### src/rtl/dmem_port_arbiter_if.sv
// Request/response bundle between the cpu load/store path, the debug loader port and the data memory.
// The slave modport is the arbiter's view; the master modport is the requesters' and memory's view.
interface dmem_port_arbiter_if #(
  parameter int ADDR_W = 32,
  parameter int DATA_W = 32
);
  logic              cpu_req;
  logic              cpu_we;
  logic [ADDR_W-1:0] cpu_addr;
  logic [DATA_W-1:0] cpu_wdata;
  logic              cpu_gnt;
  logic              cpu_rvalid;
  logic [DATA_W-1:0] cpu_rdata;
  logic              stall_cpu;

  logic              dbg_req;
  logic              dbg_we;
  logic              dbg_lock;
  logic [ADDR_W-1:0] dbg_addr;
  logic [DATA_W-1:0] dbg_wdata;
  logic              dbg_gnt;
  logic              dbg_rvalid;
  logic [DATA_W-1:0] dbg_rdata;

  logic              mem_en;
  logic              mem_we;
  logic [ADDR_W-1:0] mem_addr;
  logic [DATA_W-1:0] mem_wdata;
  logic [DATA_W-1:0] mem_rdata;
  logic              misalign;

  modport slave (
    input  cpu_req, cpu_we, cpu_addr, cpu_wdata,
    output cpu_gnt, cpu_rvalid, cpu_rdata, stall_cpu,
    input  dbg_req, dbg_we, dbg_lock, dbg_addr, dbg_wdata,
    output dbg_gnt, dbg_rvalid, dbg_rdata,
    output mem_en, mem_we, mem_addr, mem_wdata, misalign,
    input  mem_rdata
  );

  modport master (
    output cpu_req, cpu_we, cpu_addr, cpu_wdata,
    input  cpu_gnt, cpu_rvalid, cpu_rdata, stall_cpu,
    output dbg_req, dbg_we, dbg_lock, dbg_addr, dbg_wdata,
    input  dbg_gnt, dbg_rvalid, dbg_rdata,
    input  mem_en, mem_we, mem_addr, mem_wdata, misalign,
    output mem_rdata
  );
endinterface

### src/rtl/dmem_port_arbiter.sv
// Shares the single-port data memory between cpu (fixed priority) and debug port; grant is combinational, read data returns one cycle later.
// Backpressure: a denied cpu request raises stall_cpu; debug starvation is bounded by MAX_WAIT, and dbg_lock holds ownership for bursts.
module dmem_port_arbiter #(
  parameter int ADDR_W   = 32,
  parameter int DATA_W   = 32,
  parameter int MAX_WAIT = 4
) (
  input logic               clk,
  input logic               rst_n,
  dmem_port_arbiter_if.slave bus
);
  localparam int CNT_W = $clog2(MAX_WAIT + 1);

  typedef enum logic [1:0] {
    IDLE     = 2'd0,
    CPU      = 2'd1,
    DBG_LOCK = 2'd2
  } owner_e;

  owner_e            state;
  logic [CNT_W-1:0]  wait_cnt;
  logic              locked;
  logic              force_dbg;
  logic              cpu_win;
  logic              dbg_win;
  logic              rd_cpu_q;
  logic              rd_dbg_q;
  logic              cpu_rv;
  logic              dbg_rv;
  logic [DATA_W-1:0] cpu_hold;
  logic [DATA_W-1:0] dbg_hold;
  logic [ADDR_W-1:0] sel_addr;

  always_comb begin
    locked    = (state == DBG_LOCK) && bus.dbg_lock;
    force_dbg = bus.dbg_req && (wait_cnt == CNT_W'(MAX_WAIT));
    cpu_win   = 1'b0;
    dbg_win   = 1'b0;
    if (rst_n) begin
      if (locked) begin
        dbg_win = bus.dbg_req;
      end else begin
        cpu_win = bus.cpu_req && !force_dbg;
        dbg_win = bus.dbg_req && !cpu_win;
      end
    end
  end

  always_ff @(posedge clk) begin
    if (!rst_n) begin
      state    <= IDLE;
      wait_cnt <= '0;
      rd_cpu_q <= 1'b0;
      rd_dbg_q <= 1'b0;
      cpu_hold <= '0;
      dbg_hold <= '0;
    end else begin
      // Dropping dbg_lock releases ownership immediately; that cycle arbitrates as IDLE.
      if (bus.dbg_lock && (dbg_win || state == DBG_LOCK)) begin
        state <= DBG_LOCK;
      end else if (cpu_win) begin
        state <= CPU;
      end else begin
        state <= IDLE;
      end

      if (!bus.dbg_req || dbg_win) begin
        wait_cnt <= '0;
      end else if (wait_cnt < CNT_W'(MAX_WAIT)) begin
        wait_cnt <= wait_cnt + CNT_W'(1);
      end

      rd_cpu_q <= cpu_win && !bus.cpu_we;
      rd_dbg_q <= dbg_win && !bus.dbg_we;

      if (cpu_rv) begin
        cpu_hold <= bus.mem_rdata;
      end
      if (dbg_rv) begin
        dbg_hold <= bus.mem_rdata;
      end
    end
  end

  // A response pending across a reset edge must never reach the requester.
  assign cpu_rv = rd_cpu_q && rst_n;
  assign dbg_rv = rd_dbg_q && rst_n;

  assign sel_addr       = cpu_win ? bus.cpu_addr : bus.dbg_addr;

  assign bus.cpu_gnt    = cpu_win;
  assign bus.dbg_gnt    = dbg_win;
  assign bus.stall_cpu  = rst_n && bus.cpu_req && !cpu_win;

  assign bus.mem_en     = cpu_win || dbg_win;
  assign bus.mem_we     = cpu_win ? bus.cpu_we : (dbg_win && bus.dbg_we);
  assign bus.mem_addr   = {sel_addr[ADDR_W-1:2], 2'b00};
  assign bus.mem_wdata  = cpu_win ? bus.cpu_wdata : bus.dbg_wdata;
  assign bus.misalign   = (cpu_win && (bus.cpu_addr[1:0] != 2'b00)) ||
                          (dbg_win && (bus.dbg_addr[1:0] != 2'b00));

  assign bus.cpu_rvalid = cpu_rv;
  assign bus.cpu_rdata  = cpu_rv ? bus.mem_rdata : cpu_hold;
  assign bus.dbg_rvalid = dbg_rv;
  assign bus.dbg_rdata  = dbg_rv ? bus.mem_rdata : dbg_hold;

  a_one_gnt: assert property (@(posedge clk) !(cpu_win && dbg_win));

endmodule

### src/flat_wrapper.sv
// flat-port wrapper written by rule: the top's interface ports become plain ports
module dmem_port_arbiter_flat 
#(
  parameter int ADDR_W   = 32,
  parameter int DATA_W   = 32,
  parameter int MAX_WAIT = 4
)
  (clk, rst_n, bus_cpu_req, bus_cpu_we, bus_cpu_addr, bus_cpu_wdata, bus_cpu_gnt, bus_cpu_rvalid, bus_cpu_rdata, bus_stall_cpu, bus_dbg_req, bus_dbg_we, bus_dbg_lock, bus_dbg_addr, bus_dbg_wdata, bus_dbg_gnt, bus_dbg_rvalid, bus_dbg_rdata, bus_mem_en, bus_mem_we, bus_mem_addr, bus_mem_wdata, bus_misalign, bus_mem_rdata);
  dmem_port_arbiter_if #(.ADDR_W(ADDR_W), .DATA_W(DATA_W)) bus_i ();
  input logic clk;
  input logic rst_n;
  input wire logic [$bits(bus_i.cpu_req)-1:0] bus_cpu_req;
  input wire logic [$bits(bus_i.cpu_we)-1:0] bus_cpu_we;
  input wire logic [$bits(bus_i.cpu_addr)-1:0] bus_cpu_addr;
  input wire logic [$bits(bus_i.cpu_wdata)-1:0] bus_cpu_wdata;
  output wire logic [$bits(bus_i.cpu_gnt)-1:0] bus_cpu_gnt;
  output wire logic [$bits(bus_i.cpu_rvalid)-1:0] bus_cpu_rvalid;
  output wire logic [$bits(bus_i.cpu_rdata)-1:0] bus_cpu_rdata;
  output wire logic [$bits(bus_i.stall_cpu)-1:0] bus_stall_cpu;
  input wire logic [$bits(bus_i.dbg_req)-1:0] bus_dbg_req;
  input wire logic [$bits(bus_i.dbg_we)-1:0] bus_dbg_we;
  input wire logic [$bits(bus_i.dbg_lock)-1:0] bus_dbg_lock;
  input wire logic [$bits(bus_i.dbg_addr)-1:0] bus_dbg_addr;
  input wire logic [$bits(bus_i.dbg_wdata)-1:0] bus_dbg_wdata;
  output wire logic [$bits(bus_i.dbg_gnt)-1:0] bus_dbg_gnt;
  output wire logic [$bits(bus_i.dbg_rvalid)-1:0] bus_dbg_rvalid;
  output wire logic [$bits(bus_i.dbg_rdata)-1:0] bus_dbg_rdata;
  output wire logic [$bits(bus_i.mem_en)-1:0] bus_mem_en;
  output wire logic [$bits(bus_i.mem_we)-1:0] bus_mem_we;
  output wire logic [$bits(bus_i.mem_addr)-1:0] bus_mem_addr;
  output wire logic [$bits(bus_i.mem_wdata)-1:0] bus_mem_wdata;
  output wire logic [$bits(bus_i.misalign)-1:0] bus_misalign;
  input wire logic [$bits(bus_i.mem_rdata)-1:0] bus_mem_rdata;
  assign bus_i.cpu_req = bus_cpu_req;
  assign bus_i.cpu_we = bus_cpu_we;
  assign bus_i.cpu_addr = bus_cpu_addr;
  assign bus_i.cpu_wdata = bus_cpu_wdata;
  assign bus_cpu_gnt = bus_i.cpu_gnt;
  assign bus_cpu_rvalid = bus_i.cpu_rvalid;
  assign bus_cpu_rdata = bus_i.cpu_rdata;
  assign bus_stall_cpu = bus_i.stall_cpu;
  assign bus_i.dbg_req = bus_dbg_req;
  assign bus_i.dbg_we = bus_dbg_we;
  assign bus_i.dbg_lock = bus_dbg_lock;
  assign bus_i.dbg_addr = bus_dbg_addr;
  assign bus_i.dbg_wdata = bus_dbg_wdata;
  assign bus_dbg_gnt = bus_i.dbg_gnt;
  assign bus_dbg_rvalid = bus_i.dbg_rvalid;
  assign bus_dbg_rdata = bus_i.dbg_rdata;
  assign bus_mem_en = bus_i.mem_en;
  assign bus_mem_we = bus_i.mem_we;
  assign bus_mem_addr = bus_i.mem_addr;
  assign bus_mem_wdata = bus_i.mem_wdata;
  assign bus_misalign = bus_i.misalign;
  assign bus_i.mem_rdata = bus_mem_rdata;
  dmem_port_arbiter #(.ADDR_W(ADDR_W), .DATA_W(DATA_W), .MAX_WAIT(MAX_WAIT)) u_core (.clk(clk), .rst_n(rst_n), .bus(bus_i));
endmodule
### config.mk
export PLATFORM = sky130hd
export DESIGN_NAME = dmem_port_arbiter_flat
export DESIGN_NICKNAME = d
export VERILOG_FILES = /design/src/rtl/dmem_port_arbiter_if.sv /design/src/rtl/dmem_port_arbiter.sv /design/src/flat_wrapper.sv
export SDC_FILE = /design/constraint.sdc
export NUM_CORES = 1
export LEC_CHECK = 0
export ABC_AREA = 1
export CAP_MARGIN = 20
export CORE_AREA = 2 2 117 119
export DETAILED_ROUTE_END_ITERATION = 10
export DIE_AREA = 0 0 119 121
export MAX_ROUTING_LAYER = met4
export PLACE_DENSITY = 0.84
export SYNTH_ARGS = -nofsm -noshare
export SYNTH_HDL_FRONTEND = slang
export SYNTH_SLANG_ARGS = --single-unit
### constraint.sdc
create_clock -name clk -period 2.8 [get_ports clk]
set_input_delay 0.56 -clock clk [delete_from_list [all_inputs] [get_ports clk]]
set_output_delay 0.56 -clock clk [all_outputs]
set_load 0.02 [all_outputs]
# == Word-level counts from Yosys, hierarchy flattened ==
# Index checks and enable logic that the tools add are counted.
# word_totals
register_bits,71
inputBits,167
output_inout_bits,136
word_cells,51
# classes
n_addsub,1
magnitude_cmp,1
eq_ne,2
n_mux,11
bitwise,1
reduce_logical,28
# op_table
cell,n
32-bit two-way mux,4
1-bit logical AND,14
1-bit logical NOT,6
1-bit two-way mux,6
1-bit logical OR,4
2-bit nonzero test,2
2-bit OR reduction,2
"3-bit by 1-bit adder with 3-bit output, second input constant",1
"3-bit equality test, second input constant",1
"3-bit less-than comparator, second input constant",1
"2-bit equality test, second input constant",1
2-bit two-way mux,1
1-bit inverter,1

# == Longest topological paths before layout ==
# depth
ltp_word,11
depth_mapped,10

# == Least setup slack after synthesis ==
# No wires, ideal clock.
# synth_path
path_kind,register to output
startpoint,reg u_core.wait_cnt[0]
endpoint,out bus_misalign
t_arrival_ns,1.485
required_ns,2.240
path_slack_ns,0.755
path_stages_with_launch,9
n_path_buf,1
cell_sequence,dfxtp_1 > inv_1 > ha_1 > nand3_1 > nand2_1 > inv_2 > nand3_2 > buf_6 > o21ai_0
# synth_via
elab_chain_len,10
elab_cells_between_ends,13
cone_classes,eq/ne: 1; mux: 4; reduce/logical: 8
# synth_rtl
item,line_no,source
"start, declared",dmem_port_arbiter.sv:21,logic [CNT_W-1:0] wait_cnt;
"start signal, assigned",dmem_port_arbiter.sv:70,wait_cnt <= wait_cnt + CNT_W'(1);
3-bit equality test *,dmem_port_arbiter.sv:36,force_dbg = bus.dbg_req && (wait_cnt == CNT_W'(MAX_WAIT));
1-bit logical AND *,dmem_port_arbiter.sv:36,
1-bit logical NOT *,dmem_port_arbiter.sv:43,cpu_win = bus.cpu_req && !force_dbg;
1-bit logical AND *,dmem_port_arbiter.sv:43,
1-bit logical NOT,dmem_port_arbiter.sv:44,dbg_win = bus.dbg_req && !cpu_win;
1-bit logical AND,dmem_port_arbiter.sv:44,
1-bit two-way mux,dmem_port_arbiter.sv:40,if (locked) begin
1-bit two-way mux,dmem_port_arbiter.sv:39,if (rst_n) begin
1-bit logical AND,dmem_port_arbiter.sv:100,(dbg_win && (bus.dbg_addr[1:0] != 2'b00));
1-bit logical OR *,dmem_port_arbiter.sv:99,assign bus.misalign = (cpu_win && (bus.cpu_addr[1:0] != 2'b00)) ||
"end, declared",flat_wrapper.sv:32,output wire logic [$bits(bus_i.misalign)-1:0] bus_misalign;
# Mark *: on every way between the ends. The rest lies on a longest branch, timed or not.

# == Worst setup path in the final report ==
# layout_path
startpoint,in rst_n
endpoint,out bus_cpu_rvalid
# layout_via
elab_chain_len,1
# layout_rtl
item,line_no,source
"start, declared",flat_wrapper.sv:11,input logic rst_n;
1-bit logical AND,dmem_port_arbiter.sv:86,assign cpu_rv = rd_cpu_q && rst_n;
"end, declared",flat_wrapper.sv:17,output wire logic [$bits(bus_i.cpu_rvalid)-1:0] bus_cpu_rvalid;
# Every way passes these cells.

==> results.json <==
{
  "outcome": "finished, final reports clean",
  "dp.final_hpwl_um": 13900,
  "synthCells": 605,
  "drtPass1Iterations": 4,
  "cap_violations": 0,
  "post-route-util_pct": 57.8,
  "initial_core_util_pct": 29.6,
  "die_width_um": 119,
  "r2r_cells": 10,
  "cts_resized": 117,
  "crit_slowest_cell": "clkdlybuf4s50_1",
  "multi_input_area_sq_mm": 0.00192,
  "stdcell_count": 1116,
  "core_sq_mm": 0.0131,
  "totalWireLength_um": 17400,
  "cts_tree": "done",
  "p_per_area_mw_per_mm2": 436,
  "syn-cell-area_sq_mm": 0.00388,
  "grt_pass1_vias": 4857,
  "path_class": "in2out",
  "regArea_sq_mm": 0.00142,
  "p_comb_share_pct": 29.3,
  "dp_cells": 1098,
  "ios": 303,
  "ys_ff_latch": 71,
  "path_max_fanout": 39,
  "clk_latency_ns": 0.33,
  "maxSlewViolCount": 0,
  "drt-wirelength-per-cell_um": 15.6,
  "h-tree-depth": 3,
  "hold_depth": 2,
  "grt_setup_unrepaired": "yes",
  "cpPeakStageDelay_ns": 0.59,
  "post_cts_buffers": 0,
  "p_int_w": 0.00236,
  "path_clk_slew_ns": 0.05,
  "setup_viol": 0,
  "vdd_drop_max_uv": 282,
  "cp.required_ns": 2.24,
  "vias_per_cell": 4.50,
  "fin_area_sq_mm": 0.00757,
  "clockRootBuffer": "clkbuf_16",
  "area_delta_synth_final_pct": 95.1,
  "reg2reg_slack_ns": 1.44,
  "seqPwrFrac_pct": 32.3,
  "crit_end": "bus_cpu_rvalid",
  "dieArea_sq_mm": 0.0144,
  "clk_path_buf_depth": 2,
  "antenna_found_initial": 2,
  "rows": 42,
  "ant_nets": 0,
  "final_hold_viol_count": 0,
  "crit_chain": "clkdlybuf4s50_1, buf_4, nand2_2, buf_12, inv_1, clkdlybuf4s50_1",
  "grt_use_total_pct": 24.3,
  "max_freq_mhz": 364,
  "r2r-start": "u_core.wait_cnt[0]$_SDFFE_PP0N_",
  "cts_buffers": 9,
  "reg2reg_to": "u_core.rd_dbg_q$_SDFF_PN0_",
  "grt_max_degree": 66,
  "finalCriticalPeriod_ns": 2.75,
  "cts_sinks": 71,
  "worst_setup_path_end_kind": "output pin",
  "avgSynthCellArea_sq_um": 6.41,
  "fin_worst_skew_ns": 0.00568,
  "cp-start-kind": "primary input",
  "nNetsFinal": 1102,
  "switching_power_w": 0.000943,
  "drt_iter0_drc": 435,
  "leakagePower_nw": 3.72,
  "portBuffers": 300,
  "crit_top_cell": "clkdlybuf4s50_1",
  "drc": 0,
  "finalCritPeriodShare_pct": 98.2,
  "pwr-share-clk_pct": 38.3,
  "n_fill_cell": 1223,
  "num_vias": 5023,
  "place_congestion": 0.965,
  "seq_area_frac_synth_pct": 36.6,
  "p_sw_share_pct": 28.6,
  "fp.dieH_um": 121,
  "ys_types": 18,
  "holdCritPathClass": "reg2reg",
  "globalRouteOverflowTotal": 0,
  "crit_path_start": "rst_n",
  "hold_buffers": 0,
  "drive_gt1_share_pct": 13.4,
  "grt_pass1_wl_um": 26100,
  "worstPathArrival_ns": 2.19,
  "synth_warnings": 0,
  "place_area_sq_mm": 0.00745
}
[metal layers]
| metal | up-vias | wire length (um) | GRT usage, % |
|---|---|---|---|
| li1 | 2573 | - | - |
| met1 | 2207 | 7100 | 28.4 |
| met2 | 211 | 8260 | 39.7 |
| met3 | 32 | 1520 | 7.94 |
| met4 | 0 | 478 | 8.04 |
| met5 | - | 0 | - |
[worst min-delay path by stage]
stage                                               from                             end  slack, ns
final                      u_core.cpu_hold[6]$_SDFF_PN0_   u_core.cpu_hold[6]$_SDFF_PN0_       0.46
after detailed placement  u_core.dbg_hold[19]$_SDFF_PN0_  u_core.dbg_hold[19]$_SDFF_PN0_       0.45
after CTS                 u_core.cpu_hold[19]$_SDFF_PN0_  u_core.cpu_hold[19]$_SDFF_PN0_       0.46
after global placement    u_core.cpu_hold[31]$_SDFF_PN0_  u_core.cpu_hold[31]$_SDFF_PN0_       0.45
after floorplan            u_core.cpu_hold[0]$_SDFF_PN0_   u_core.cpu_hold[0]$_SDFF_PN0_       0.44
after global routing       u_core.cpu_hold[6]$_SDFF_PN0_   u_core.cpu_hold[6]$_SDFF_PN0_       0.48
[cells by family after synthesis]
logic type | after synthesis | synth area share [%]
buffers and inverters | 122 | 14.2
AOI/OAI and AO/OA | 132 | 21.2
other | 1 | 0.0967
and+or+nand+nor | 277 | 27.2
adders and majority gates | 2 | 0.645
DFF | 71 | 36.6
[Yosys cell counts]
library cell | instances | area share [%]
inv_1 | 77 | 7.5
a211oi_1 | 64 | 12
o21ai_0 | 1 | 0.13
buf_2 | 17 | 2.2
conb_1 | 1 | 0.097
buf_6 | 2 | 0.58
or2_2 | 1 | 0.16
dfxtp_1 | 71 | 37
buf_4 | 15 | 2.9
nand3_1 | 6 | 0.77
inv_2 | 3 | 0.29
nand2_1 | 199 | 19
a31oi_1 | 1 | 0.16
a21oi_1 | 66 | 8.5
nand3_2 | 1 | 0.26
ha_1 | 2 | 0.65
nor2_1 | 70 | 6.8
clkbuf_1 | 8 | 0.77
[sequential cells by signal, summed over array words and instances, names as in the netlist]
register         flops
u_core.cpu_hold     32
u_core.dbg_hold     32
u_core.rd_cpu_q      1
u_core.rd_dbg_q      1
u_core.state         2
u_core.wait_cnt      3
[critical path: cells and delay by family]
kind	cells	cell delay (ns)
buf+inv	5	1.52
simple gates	1	0.08
[final cells by class]
cell class / instances / share of cell area [%]
clock inverters: 4 / 1.01
well taps: 176 / 2.91
multi-input cells: 413 / 25.3
flip-flops and latches: 71 / 18.8
inverters: 80 / 3.97
diodes: 2 / 0.0661
repair buffers: 358 / 44.6
clock buffers: 12 / 3.39
[layout by cell type (no fill, tap or decap), drive strengths merged, types with 7 or more instances in the layout]
| cell | Yosys | layout |
|---|---|---|
| inv | 80 | 81 |
| dlygate4sd2 | 0 | 67 |
| buf | 34 | 75 |
| nand2 | 199 | 199 |
| clkbuf | 8 | 41 |
| dfxtp | 71 | 71 |
| clkdlybuf4s15 | 0 | 19 |
| nand3 | 7 | 7 |
| a21oi | 66 | 66 |
| a211oi | 64 | 64 |
| clkdlybuf4s50 | 0 | 167 |
| nor2 | 70 | 70 |
[power by group through the flow]
stage	logic [W]	registers, W	clock network (W)
finish	0.000968	0.00107	0.00127
floorplan	0.000420	0.00109	0
global route	0.00104	0.00107	0.00133
global placement	0.00105	0.00109	0
detailed placement	0.00106	0.00109	0
CTS	0.000977	0.00107	0.00129
[stage by stage]
step	TNS (ns)	hold WS, ns	total power, W	worst slack (ns)
2_1_floorplan	0	0.441	0.00151	0.755
3_3_place_gp	-17.23	0.446	0.00214	-0.305
3_5_place_dp	-18.23	0.449	0.00215	-0.293
4_1_cts	0	0.462	0.00333	0.0133
5_1_grt	-0.0585	0.477	0.00344	-0.0585
6_report	0	0.456	0.00330	0.0514
Note: power is estimated with default switching activity, not from simulation.
